<file path="src/rtl/mem_port_arbiter.sv">
// Arbiter between instruction fetch and the memory stage for one shared single-ported memory.
// Registers the winning request onto the memory port, returns data with a one-cycle done pulse.
module mem_port_arbiter #(
    parameter int unsigned STREAK_MAX = 4,
    parameter int unsigned TIMEOUT    = 16
) (
    input  logic        clk,
    input  logic        rst,
    input  logic        if_req,
    input  logic [31:0] if_addr,
    output logic [31:0] if_rdata,
    output logic        if_done,
    input  logic        d_req,
    input  logic        d_we,
    input  logic [31:0] d_addr,
    input  logic [31:0] d_wdata,
    output logic [31:0] d_rdata,
    output logic        d_done,
    output logic        err,
    output logic        stall_if,
    output logic        stall_mem,
    output logic        ram_req,
    output logic        ram_we,
    output logic [31:0] ram_addr,
    output logic [31:0] ram_wdata,
    input  logic        ram_ack,
    input  logic [31:0] ram_rdata
);

    localparam int unsigned SW = (STREAK_MAX > 0) ? $clog2(STREAK_MAX + 1) : 1;
    localparam int unsigned WW = (TIMEOUT > 1) ? $clog2(TIMEOUT) : 1;
    localparam logic [SW-1:0] STREAK_TOP = SW'(STREAK_MAX);
    localparam logic [WW-1:0] WD_TOP     = WW'(TIMEOUT - 1);

    typedef enum logic [1:0] {
        IDLE    = 2'd0,
        BUSY_IF = 2'd1,
        BUSY_D  = 2'd2
    } state_e;

    state_e        state_q, state_d;
    logic          ram_req_q, ram_req_d;
    logic          ram_we_q, ram_we_d;
    logic [31:0]   ram_addr_q, ram_addr_d;
    logic [31:0]   ram_wdata_q, ram_wdata_d;
    logic          if_done_q, if_done_d;
    logic          d_done_q, d_done_d;
    logic          err_q, err_d;
    logic [31:0]   if_rdata_q, if_rdata_d;
    logic [31:0]   d_rdata_q, d_rdata_d;
    logic [SW-1:0] streak_q, streak_d;
    logic [WW-1:0] wd_q, wd_d;

    logic if_elig, d_elig, grant_if, grant_d;

    // A side being retired this cycle is not eligible, so it cannot be granted twice
    assign if_elig  = if_req && !if_done_q;
    assign d_elig   = d_req && !d_done_q;
    assign grant_d  = (state_q == IDLE) && d_elig && (!if_elig || (streak_q != STREAK_TOP));
    assign grant_if = (state_q == IDLE) && if_elig && !grant_d;

    // Next-state and output logic
    always_comb begin
        state_d     = state_q;
        ram_req_d   = ram_req_q;
        ram_we_d    = ram_we_q;
        ram_addr_d  = ram_addr_q;
        ram_wdata_d = ram_wdata_q;
        if_done_d   = 1'b0;
        d_done_d    = 1'b0;
        err_d       = 1'b0;
        if_rdata_d  = if_rdata_q;
        d_rdata_d   = d_rdata_q;
        streak_d    = streak_q;
        wd_d        = wd_q;

        case (state_q)
            IDLE: begin
                if (grant_if) begin
                    state_d     = BUSY_IF;
                    ram_req_d   = 1'b1;
                    ram_we_d    = 1'b0;
                    ram_addr_d  = if_addr;
                    ram_wdata_d = 32'h0;
                    wd_d        = '0;
                    streak_d    = '0;
                end else if (grant_d) begin
                    state_d     = BUSY_D;
                    ram_req_d   = 1'b1;
                    ram_we_d    = d_we;
                    ram_addr_d  = d_addr;
                    ram_wdata_d = d_wdata;
                    wd_d        = '0;
                    if (!if_elig) begin
                        streak_d = '0;
                    end else if (streak_q != STREAK_TOP) begin
                        streak_d = streak_q + SW'(1);
                    end
                end
            end
            BUSY_IF, BUSY_D: begin
                if (ram_ack) begin
                    state_d   = IDLE;
                    ram_req_d = 1'b0;
                    if (state_q == BUSY_IF) begin
                        if_done_d  = 1'b1;
                        if_rdata_d = ram_rdata;
                    end else begin
                        d_done_d = 1'b1;
                        if (!ram_we_q) begin
                            d_rdata_d = ram_rdata;
                        end
                    end
                end else if (wd_q == WD_TOP) begin
                    // Watchdog abort: retire with err and zero data
                    state_d   = IDLE;
                    ram_req_d = 1'b0;
                    err_d     = 1'b1;
                    if (state_q == BUSY_IF) begin
                        if_done_d  = 1'b1;
                        if_rdata_d = 32'h0;
                    end else begin
                        d_done_d  = 1'b1;
                        d_rdata_d = 32'h0;
                    end
                end else begin
                    wd_d = wd_q + WW'(1);
                end
            end
            default: begin
                state_d   = IDLE;
                ram_req_d = 1'b0;
            end
        endcase
    end

    // State and port registers
    always_ff @(posedge clk) begin
        if (rst) begin
            state_q     <= IDLE;
            ram_req_q   <= 1'b0;
            ram_we_q    <= 1'b0;
            ram_addr_q  <= 32'h0;
            ram_wdata_q <= 32'h0;
            if_done_q   <= 1'b0;
            d_done_q    <= 1'b0;
            err_q       <= 1'b0;
            if_rdata_q  <= 32'h0;
            d_rdata_q   <= 32'h0;
            streak_q    <= '0;
            wd_q        <= '0;
        end else begin
            state_q     <= state_d;
            ram_req_q   <= ram_req_d;
            ram_we_q    <= ram_we_d;
            ram_addr_q  <= ram_addr_d;
            ram_wdata_q <= ram_wdata_d;
            if_done_q   <= if_done_d;
            d_done_q    <= d_done_d;
            err_q       <= err_d;
            if_rdata_q  <= if_rdata_d;
            d_rdata_q   <= d_rdata_d;
            streak_q    <= streak_d;
            wd_q        <= wd_d;
        end
    end

    assign ram_req   = ram_req_q;
    assign ram_we    = ram_we_q;
    assign ram_addr  = ram_addr_q;
    assign ram_wdata = ram_wdata_q;
    assign if_done   = if_done_q;
    assign d_done    = d_done_q;
    assign err       = err_q;
    assign if_rdata  = if_rdata_q;
    assign d_rdata   = d_rdata_q;
    assign stall_if  = if_req && !if_done_q;
    assign stall_mem = d_req && !d_done_q;

endmodule

</file>
<file path="config.mk">
export PLATFORM = sky130hd
export DESIGN_NAME = mem_port_arbiter
export DESIGN_NICKNAME = d
export VERILOG_FILES = /design/src/rtl/mem_port_arbiter.sv
export SDC_FILE = /design/constraint.sdc
export NUM_CORES = 1
export LEC_CHECK = 0
export CAP_MARGIN = 20
export CORE_AREA = 2 2 116 118
export CTS_CLUSTER_DIAMETER = 100
export DETAILED_ROUTE_END_ITERATION = 8
export DIE_AREA = 0 0 118 120
export HOLD_SLACK_MARGIN = 0.02
export PLACE_DENSITY = 0.88
export SYNTH_ARGS = -nofsm -noshare
export SYNTH_HDL_FRONTEND = slang
export SYNTH_SLANG_ARGS = --single-unit
export TNS_END_PERCENT = 100
</file>
<file path="constraint.sdc">
create_clock -name clk -period 3.35 [get_ports clk]
set_input_delay 1.005 -clock clk [delete_from_list [all_inputs] [get_ports clk]]
set_output_delay 1.005 -clock clk [all_outputs]
set_load 0.02 [all_outputs]
</file>
After elaboration in Yosys (flattened, before gate mapping)
Cells that the tools add are included.
{"block": "totals", "regBits": 142, "inputBits": 134, "output_inout_bits": 135, "word_cells": 91}
{"block": "classes", "n_addsub": 2, "eq_ne": 10, "muxes": 41, "bitwise_logic": 2, "reduce_logical": 24}
{"operator": "two-way mux 32 bit", "n": 13}
{"operator": "two-way mux 4 bit", "n": 4}
{"operator": "two-way mux 1 bit", "n": 13}
{"operator": "two-way mux 3 bit", "n": 4}
{"operator": "inequality test 3 bit (second input constant)", "n": 3}
{"operator": "two-way mux 2 bit", "n": 4}
{"operator": "case mux 4 bit (2 select lines)", "n": 1}
{"operator": "AND reduction 4 bit", "n": 2}
{"operator": "logical AND 1 bit", "n": 6}
{"operator": "inequality test 2 bit (second input constant)", "n": 3}
{"operator": "AND reduction 3 bit", "n": 2}
{"operator": "nonzero test 2 bit", "n": 3}
{"operator": "adder 4 x 1 -> 4 bit (second input constant)", "n": 1}
{"operator": "== test 4 bit (second input constant)", "n": 1}
{"operator": "logical NOT 1 bit", "n": 4}
{"operator": "case mux 2 bit (2 select lines)", "n": 1}
{"operator": "AND reduction 2 bit", "n": 2}
{"operator": "OR reduction 2 bit", "n": 2}
{"operator": "adder 3 x 1 -> 3 bit (second input constant)", "n": 1}
{"operator": "inequality test 3 x 1 -> 1 bit (second input constant)", "n": 1}
{"operator": "OR reduction 3 bit", "n": 1}
{"operator": "== test 2 x 1 -> 1 bit (second input constant)", "n": 1}
{"operator": "== test 2 bit (second input constant)", "n": 1}
{"operator": "logical NOT 2 bit", "n": 1}
{"operator": "other kinds (3)", "n": 4}

Depth between registers and ports, before layout
Gate-level depths: netlist of run 1.
{"block": "depth", "word_depth": 9, "ltp_mapped": 8, "mapped_depth_nobuf": 6}

Least setup slack after synthesis of run 1
OpenSTA, ideal clock, no wires.
{"block": "synth_path", "path_type": "input-to-output", "start": "input if_req", "end": "output stall_if", "arrival_time_ns": 1.300, "required_time_ns": 2.345, "slack_ns": 1.045, "cell_stages": 2, "n_path_buf": 0, "path_cell_list": "nand2b_1 inv_1"}
{"block": "synth_via", "elab_chain_len": 1}
{"item": "from (decl)", "line_no": "9", "source": "input logic if_req,"}
{"item": "logical AND 1 bit", "line_no": "177", "source": "assign stall_if = if_req && !if_done_q;"}
{"item": "to (decl)", "line_no": "20", "source": "output logic stall_if,"}
Every way passes these cells.

Worst setup path after layout of run 1
{"block": "layout_path", "start": "input d_req", "end": "output stall_mem"}
{"block": "layout_via", "elab_chain_len": 1}
{"item": "from (decl)", "line_no": "13", "source": "input logic d_req,"}
{"item": "logical AND 1 bit", "line_no": "178", "source": "assign stall_mem = d_req && !d_done_q;"}
{"item": "to (decl)", "line_no": "21", "source": "output logic stall_mem,"}
Every way passes these cells.

==> run summary, run 1 <==
Cell Area, Synth -> 5420 sq um
Comb pwr share -> 26.8%
Crit-path max FO -> 2
Post-CTS Setup Bufs -> 0
Residual DRC count -> 0
Max-cap violation count -> 0
Post-Syn Nets -> 727
Largest net degree at the start of global routing -> 82
Clock sinks -> 142
First-pass GRT wire length -> 27200 um
Worst reg2reg setup slack -> 1.09 ns
PwrDens -> 588 nW/um^2
Status -> finished clean
Crit path capture type -> primary output
Achievable Freq -> 305 MHz
Post-CTS Hold Fix Bufs -> 0
Vias -> 5451
Initial antenna violation count -> 0
Synth warn -> 0
First-pass DRT Iterations -> 5
Final WL -> 16800 um
Post-synthesis register bit count -> 142
Clock skew -> 0.00974 ns
Startpoint Class -> primary input
Post-Syn Instances -> 588
Worst-case clock buffer depth -> 2
Worst Hold Class -> register to register
Finish-stage setup viols -> 0
H-tree depth -> 4
Ant. Diodes -> 0
Worst Path Arrival -> 2.28 ns
CTS buffer count -> 17
Die X -> 118 um
Wirelength per Cell -> 16.2 um
IO Count -> 269
Die Footprint -> 14200 sq um
Maximum VDD drop -> 0.000362 V
Setup tns final -> 0 ns
Remaining global-route overflow -> 0
P_int -> 3620 uW
Reg power frac -> 37.8%
Sequential area share after synthesis -> 52.4%
Leakage power -> 0.00324 uW
CTS tree -> done
Clock network power share -> 35.4%
1st-iter DRT viols -> 338
Layout cells sized above 1 -> 7.35%
Initial Utilization -> 41.8%
Clock root buffer -> clkbuf_16
Fin nets -> 983
Final cycle utilization of the critical path -> 98.0%
Unrepaired setup endpoints after global routing -> false
Max-slew headroom -> 36.9%
Worst slew pin tran -> 0.946 ns
Non-Filler Instances -> 1033
Site Rows -> 42
Worst-skew pair later-pin latency -> 0.41 ns
Final max-slew violation count -> 0
Area grow syn2layout -> 62.9%
CORE AREA -> 13000 sq um
WP data required -> 2.34 ns
Die H -> 120 um
DR vias/cell -> 5.28
Min Hold Slack -> 0.448 ns
Switching power -> 1570 uW
Number of global-route vias before repair -> 5378
GRT Total Usage -> 23.9%
Critical path type -> primary input to primary output
Tmin final -> 3.28 ns
Global placer's final weighted congestion -> 0.817
Port-buffer cells -> 268
Synth Area per Inst -> 9.22 sq um
Post-synth cell types -> 37
Antenna-violating nets left -> 0
DPL Wire Length -> 11800 um
CTS clock-pin slew for the worst setup and hold paths -> 0.06 ns
Inst Count DP -> 1001
CTS resizes -> 0
Fin. Hold Viols -> 0
Sw Share -> 30.3%
## Yosys cell counts
master	n	area share, %
a32oi_1	1	0.16
nor3_1	1	0.092
nor3_2	1	0.18
nand4b_1	2	0.32
nand4_1	34	3.9
o21ai_1	1	0.092
nand2b_1	4	0.46
or4b_1	1	0.18
o21ai_0	32	3.0
ha_1	5	1.2
o32ai_1	2	0.32
nand3_1	9	0.83
buf_2	13	1.2
or2_1	1	0.12
a31oi_1	4	0.46
mux2i_1	34	6.3
nand3b_2	1	0.21
a311oi_1	1	0.16
nor2_1	5	0.35
a22oi_1	2	0.28
a22o_1	32	5.2
a21oi_4	1	0.30
a21boi_4	1	0.35
dfxtp_1	142	52
nor3b_1	1	0.14
a31o_2	1	0.16
nor2b_1	1	0.12
buf_6	4	0.83
a21oi_1	98	9.0
clkbuf_1	26	1.8
o2111ai_1	1	0.16
nand2b_4	1	0.25
a31oi_4	1	0.39
inv_2	1	0.069
nand2_1	108	7.5
inv_1	7	0.48
buf_4	8	1.1
## power groups by stage
stage / clock [uW] / sequential (uW) / combinational (uW)
floorplan: 0 / 2200 / 529
global placement: 0 / 1990 / 1370
detailed placement: 0 / 2000 / 1400
CTS: 1880 / 1960 / 1400
global route: 1950 / 1990 / 1500
finish: 1840 / 1970 / 1390
## cells in the final DEF (no fill, tap or decap), types with 3 or more instances in the layout
cell type and count:
a31oi_1 3, ha_1 5, buf_4 18, nand2_1 108, clkbuf_16 17, a22o_1 32
dfxtp_1 142, inv_1 7, mux2i_1 34, clkdlybuf4s50_1 267, nand3_1 9, o21ai_0 32
nand4_1 34, nor2_1 5, a21oi_1 98, nand2b_1 4, clkinv_2 6
## per-stage QoR
stage               worst slack (ns)  util (%)  area (sq um)  total power (uW)
floorplan                       1.05         -          5420              2730
global placement              0.0885      63.6          8250              3360
detailed placement            0.0808      63.6          8250              3390
CTS                           0.0757      68.1          8830              5250
global route                  0.0527      68.1          8830              5440
finish                        0.0669      68.1          8830              5200
## path summary, 6_finish.rpt
kind / end / cells past startpoint / start
max: stall_mem / 4 / d_req
min: if_rdata[7] / 2 / if_rdata[7]
max reg2reg: d_rdata[29] / 6 / state_q[0]
min reg2reg: if_rdata[7] / 2 / if_rdata[7]
## worst max-delay path, cell delays in order
cell	delay, ns
clkdlybuf4s50_1	0.51
nand2b_4	0.08
inv_2	0.06
clkdlybuf4s50_1	0.61
## final cells by class
type | instances | area (sq um)
clock buffers | 18 | 439
clock inverters | 14 | 143
fillers | 996 | 4150
inverters | 8 | 30.0
multi-input cells | 387 | 2310
flip-flops and latches | 142 | 2840
well taps | 176 | 220
repair buffers | 288 | 2850
## logic make-up (layout without fill, tap and decap cells)
kind of cell,count (synthesis),after routing,share of synthesized area [%]
AOI/OAI and AO/OA,178,178,20.0
muxes,34,34,6.28
buffers and inverters,59,328,5.49
adders and majority gates,5,5,1.15
DFF,142,142,52.4
and+or+nand+nor,170,170,14.7
## registers in the layout (all words and copies together), names as in the netlist, 2 cells and up
name / cells
d_rdata: 32
ram_addr: 32
wd_q: 4
streak_q: 3
if_rdata: 32
state_q: 2
ram_wdata: 32
## layer usage
layer	track usage (%)	up-vias	share of wire [%]
met2	41.4	242	50
met1	26.9	2577	40
li1	-	2604	-
met5	0	-	0
met4	8.81	0	1.9
met3	8.60	28	7.6
Power figures use the tool's default switching activity.
==> run 2, diff against run 1 <==
- ABC_AREA: default -> 1
- CORE_AREA: 2 2 116 118 -> 2 2 121 123
- DIE_AREA: 0 0 118 120 -> 0 0 123 125
- PLACE_DENSITY: 0.88 -> 0.89
==> run 2 against run 1 <==
Combinational power increased to 2.9 times the previous value. Maximum frequency is 0.44% higher. Global-route usage grew 0.54 points. Critical path type unchanged. Clock power barely moved. Via count rose by 18%. Critical path depth unchanged. Non-clock buffer count fell by 10. Register-to-register slack improved by 0.29 ns. Flip-flop and latch count unchanged. Count of clock-buffer cells in the layout rose by 3.
==> run summary, run 2 <==
Most frequent cell after synthesis -> nor2_1
Multiplexer share of the synthesized area -> 0% (-6.3 points)
Sequential area share after synthesis -> 45.6% (-6.8 points)
Ranking of synthesized cells by area -> dfxtp_1, nor2_1, nand2_1
Site Rows -> 44 (+4.8%)
Overall Power -> 8470 uW (+63%)
WP data required -> 2.34 ns (about the same)
Worst Path Arrival -> 2.26 ns (-0.02 ns)
Commonest non-fill, non-tap cell in the layout -> clkdlybuf4s50_1
Number of flops mapped to enable cells by yosys -> 0 (unchanged)
Final cycle utilization of the critical path -> 97.6% (-0.43 points)
Reg power frac -> 30.4% (-7.4 points)
Largest family of logic cells by synthesized area -> simple AND/OR/NAND/NOR gates
CTS clock-pin slew for the worst setup and hold paths -> 0.06 ns (about the same)
PwrDens -> 887 nW/um^2 (+51%)
Vias -> 6438 (+18%)
H-tree depth -> 4 (unchanged)
Clock network power share -> 21.3% (-14 points)
First-pass DRT Iterations -> 6 (+1)
Worst slew pin tran -> 0.659 ns (-0.287 ns)
Status -> finished clean
Crit path capture type -> primary output
Die Footprint -> 15400 sq um (+8.6%)
Critical-path cell list -> clkdlybuf4s50_1, inv_1, nor2_4, clkdlybuf4s50_1
Critical path type -> primary input to primary output
Final WL -> 18700 um (+12%)
Tmin final -> 3.27 ns (-0.0144 ns)
Async SR Flop Fraction -> 0% (unchanged)
Critical path depth in cells -> 4 (unchanged)
Worst reg2reg setup slack -> 1.38 ns (+0.29 ns)
Max-cap violation count -> 0 (unchanged)
Setup tns final -> 0 ns (unchanged)
R2R cell count -> 8 (+2)
Comb pwr share -> 48.2% (+21 points)
Hold Crit Depth -> 2 (unchanged)
Unrepaired setup endpoints after global routing -> false
Area grow syn2layout -> 53.2%
Wirelength per Cell -> 13.6 um (-16%)
1st-iter DRT viols -> 336 (-0.59%)
Post-CTS Hold Fix Bufs -> 0 (unchanged)
Synth Area in Adders -> 1.00% (-0.15 points)
CORE AREA -> 14200 sq um (+9.4%)
Reg2reg start -> wd_q[0]
Cell Area, Synth -> 6230 sq um (+15%)
Slowest CP cell -> clkdlybuf4s50_1
CTS tree -> done
Hold EP -> if_rdata[31]
Post-synth cell types -> 25 (-32%)
Final max-slew violation count -> 0 (unchanged)
Most frequent CP cell -> clkdlybuf4s50_1
Post-synthesis register bit count -> 142 (unchanged)
Post-CTS Setup Bufs -> 0 (unchanged)
Finish-stage setup viols -> 0 (unchanged)
Startpoint Class -> primary input
Sw Share -> 40.4% (+10 points)
Max-slew headroom -> 56.0% (+19 points)
Die H -> 125 um (+4.2%)
RR Endpoint -> if_rdata[26]
Clock skew -> 0.00808 ns (-0.00166 ns)
CTS resizes -> 0 (unchanged)
Simple-gate share of the synthesized area -> 33.4% (+19 points)
Top-area cell type share of the netlist area -> 45.6% (-6.8 points)
CP Buf/Inv Count -> 3 (unchanged)
Layout cells sized above 1 -> 4.63% (-2.7 points)
DR vias/cell -> 4.69 (-11%)
Antenna-violating nets left -> 0 (unchanged)
P_int -> 5040 uW (+39%)
Achievable Freq -> 306 MHz (+0.44%)
Hold_sp -> if_rdata[31]
First-pass GRT wire length -> 29500 um (+8.5%)
Initial antenna violation count -> 0 (unchanged)
GRT Total Usage -> 24.4% (+0.54 points)
IO Count -> 269 (unchanged)
Most frequent cells in the layout -> clkdlybuf4s50_1, nor2_1, nand2_1, inv_1, dfxtp_1
Fin nets -> 1315 (+34%)
CTS buffer count -> 17 (unchanged)
Post-Syn Nets -> 1071 (+47%)
Xor and xnor area share after synthesis -> 0.141% (+0.14 points)
Port-buffer cells -> 268 (unchanged)
Clock root buffer -> clkbuf_16
Number of global-route vias before repair -> 6030 (+12%)
Ant. Diodes -> 0 (unchanged)
Number of fill cells -> 1156 (+16%)
Worst Hold Class -> register to register
Synth Flop Type -> dfxtp_1
Compound-cell area share of the yosys netlist -> 6.57% (-13 points)
Synth area leader -> dfxtp_1
DPL Wire Length -> 12900 um (+9.2%)
Synth Area per Inst -> 6.68 sq um (-28%)
Global placer's final weighted congestion -> 0.826 (+1.2%)
Initial Utilization -> 43.9% (+2.1 points)
Maximum VDD drop -> 0.000492 V (+36%)
Synth warn -> 0 (unchanged)
Residual DRC count -> 0 (unchanged)
Worst-case clock buffer depth -> 2 (unchanged)
Clock sinks -> 142 (unchanged)
Leakage power -> 0.00471 uW (+46%)
Largest net degree at the start of global routing -> 99 (+21%)
Crit-path max FO -> 2 (unchanged)
Die X -> 123 um (+4.2%)
Max stage delay on crit path -> 0.64 ns (+0.03 ns)
Delay-heaviest family, CP -> buffers and inverters
Commonest cells post-synth -> nor2_1, nand2_1, inv_1
Remaining global-route overflow -> 0 (unchanged)
Fin. Hold Viols -> 0 (unchanged)
Worst-skew pair later-pin latency -> 0.42 ns (about the same)
Post-Syn Instances -> 932 (+59%)
Switching power -> 3420 uW (+120%)
-- run 2: cell count changes after synthesis, sizes merged, moves of 13 or more --
cell   delta
o21ai    +32
nand2    +82
nand3    +74
buf      +13
nor3     +34
inv     +141
nor2    +186
a22o     -32
nand4    -33
a21oi    -83
mux2i    -34
-- run 2: kinds of logic after synthesis --
logic type | Yosys count
simple gates | 501
buf+inv | 202
compound gates | 81
xor+xnor | 1
flops | 142
fa+ha+maj | 5
-- run 2: layout make-up --
type | instances | area [sq um] | area share, %
sequential | 142 | 2840 | 29.8
timing repair buffer | 278 | 2780 | 29.1
multi-input combinational | 588 | 2560 | 26.9
inverter | 149 | 559 | 5.86
clock buffer | 21 | 460 | 4.82
tap | 184 | 230 | 2.41
clock inverter | 11 | 106 | 1.11
-- run 2: worst max-delay path by stage --
stage,from,to,slack [ns]
2_1_floorplan,if_req,stall_if,1.12
3_3_place_gp,if_req,stall_if,0.07
3_5_place_dp,if_req,stall_if,0.08
4_1_cts,if_req,stall_if,0.07
5_1_grt,if_req,stall_if,0.01
6_report,if_req,stall_if,0.08
-- run 2: worst register-to-register path, cell delays in order (launching register included) --
cell	delay, ns
dfxtp_1	0.40
ha_1	0.24
nand3_2	0.11
nand2_1	0.09
inv_2	0.08
nor2_4	0.29
inv_2	0.33
o21ai_0	0.27
nor2_1	0.06
-- run 2: metrics by stage --
step                      worst slack, ns  hold slack, ns  utilization [%]  area [sq um]  instances
after floorplan                      1.12           0.453                -          6230        932
after global placement             0.0668           0.452             63.2          8980       1341
after detailed placement           0.0821           0.459             63.2          8980       1341
after CTS                          0.0738           0.477             67.2          9540       1373
after global routing               0.0129           0.498             67.2          9540       1373
final                              0.0813           0.476             67.2          9540       1373
-- run 2: per-layer routing --
metal | part of all wire (%) | GRT usage, % | vias up
met4 | 2.5 | 9.89 | 0
met2 | 48 | 41.8 | 237
li1 | - | - | 3317
met5 | 0 | 0 | -
met1 | 38 | 25.8 | 2852
met3 | 12 | 11.0 | 32
-- run 2: power by group through the flow --
| stage | registers, uW | clock network [uW] | logic, uW |
|---|---|---|---|
| detailed placement | 2610 | 0 | 4070 |
| finish | 2580 | 1810 | 4080 |
| CTS | 2580 | 1840 | 4100 |
| floorplan | 3270 | 0 | 1740 |
| global route | 2650 | 1920 | 4500 |
| global placement | 2580 | 0 | 4020 |
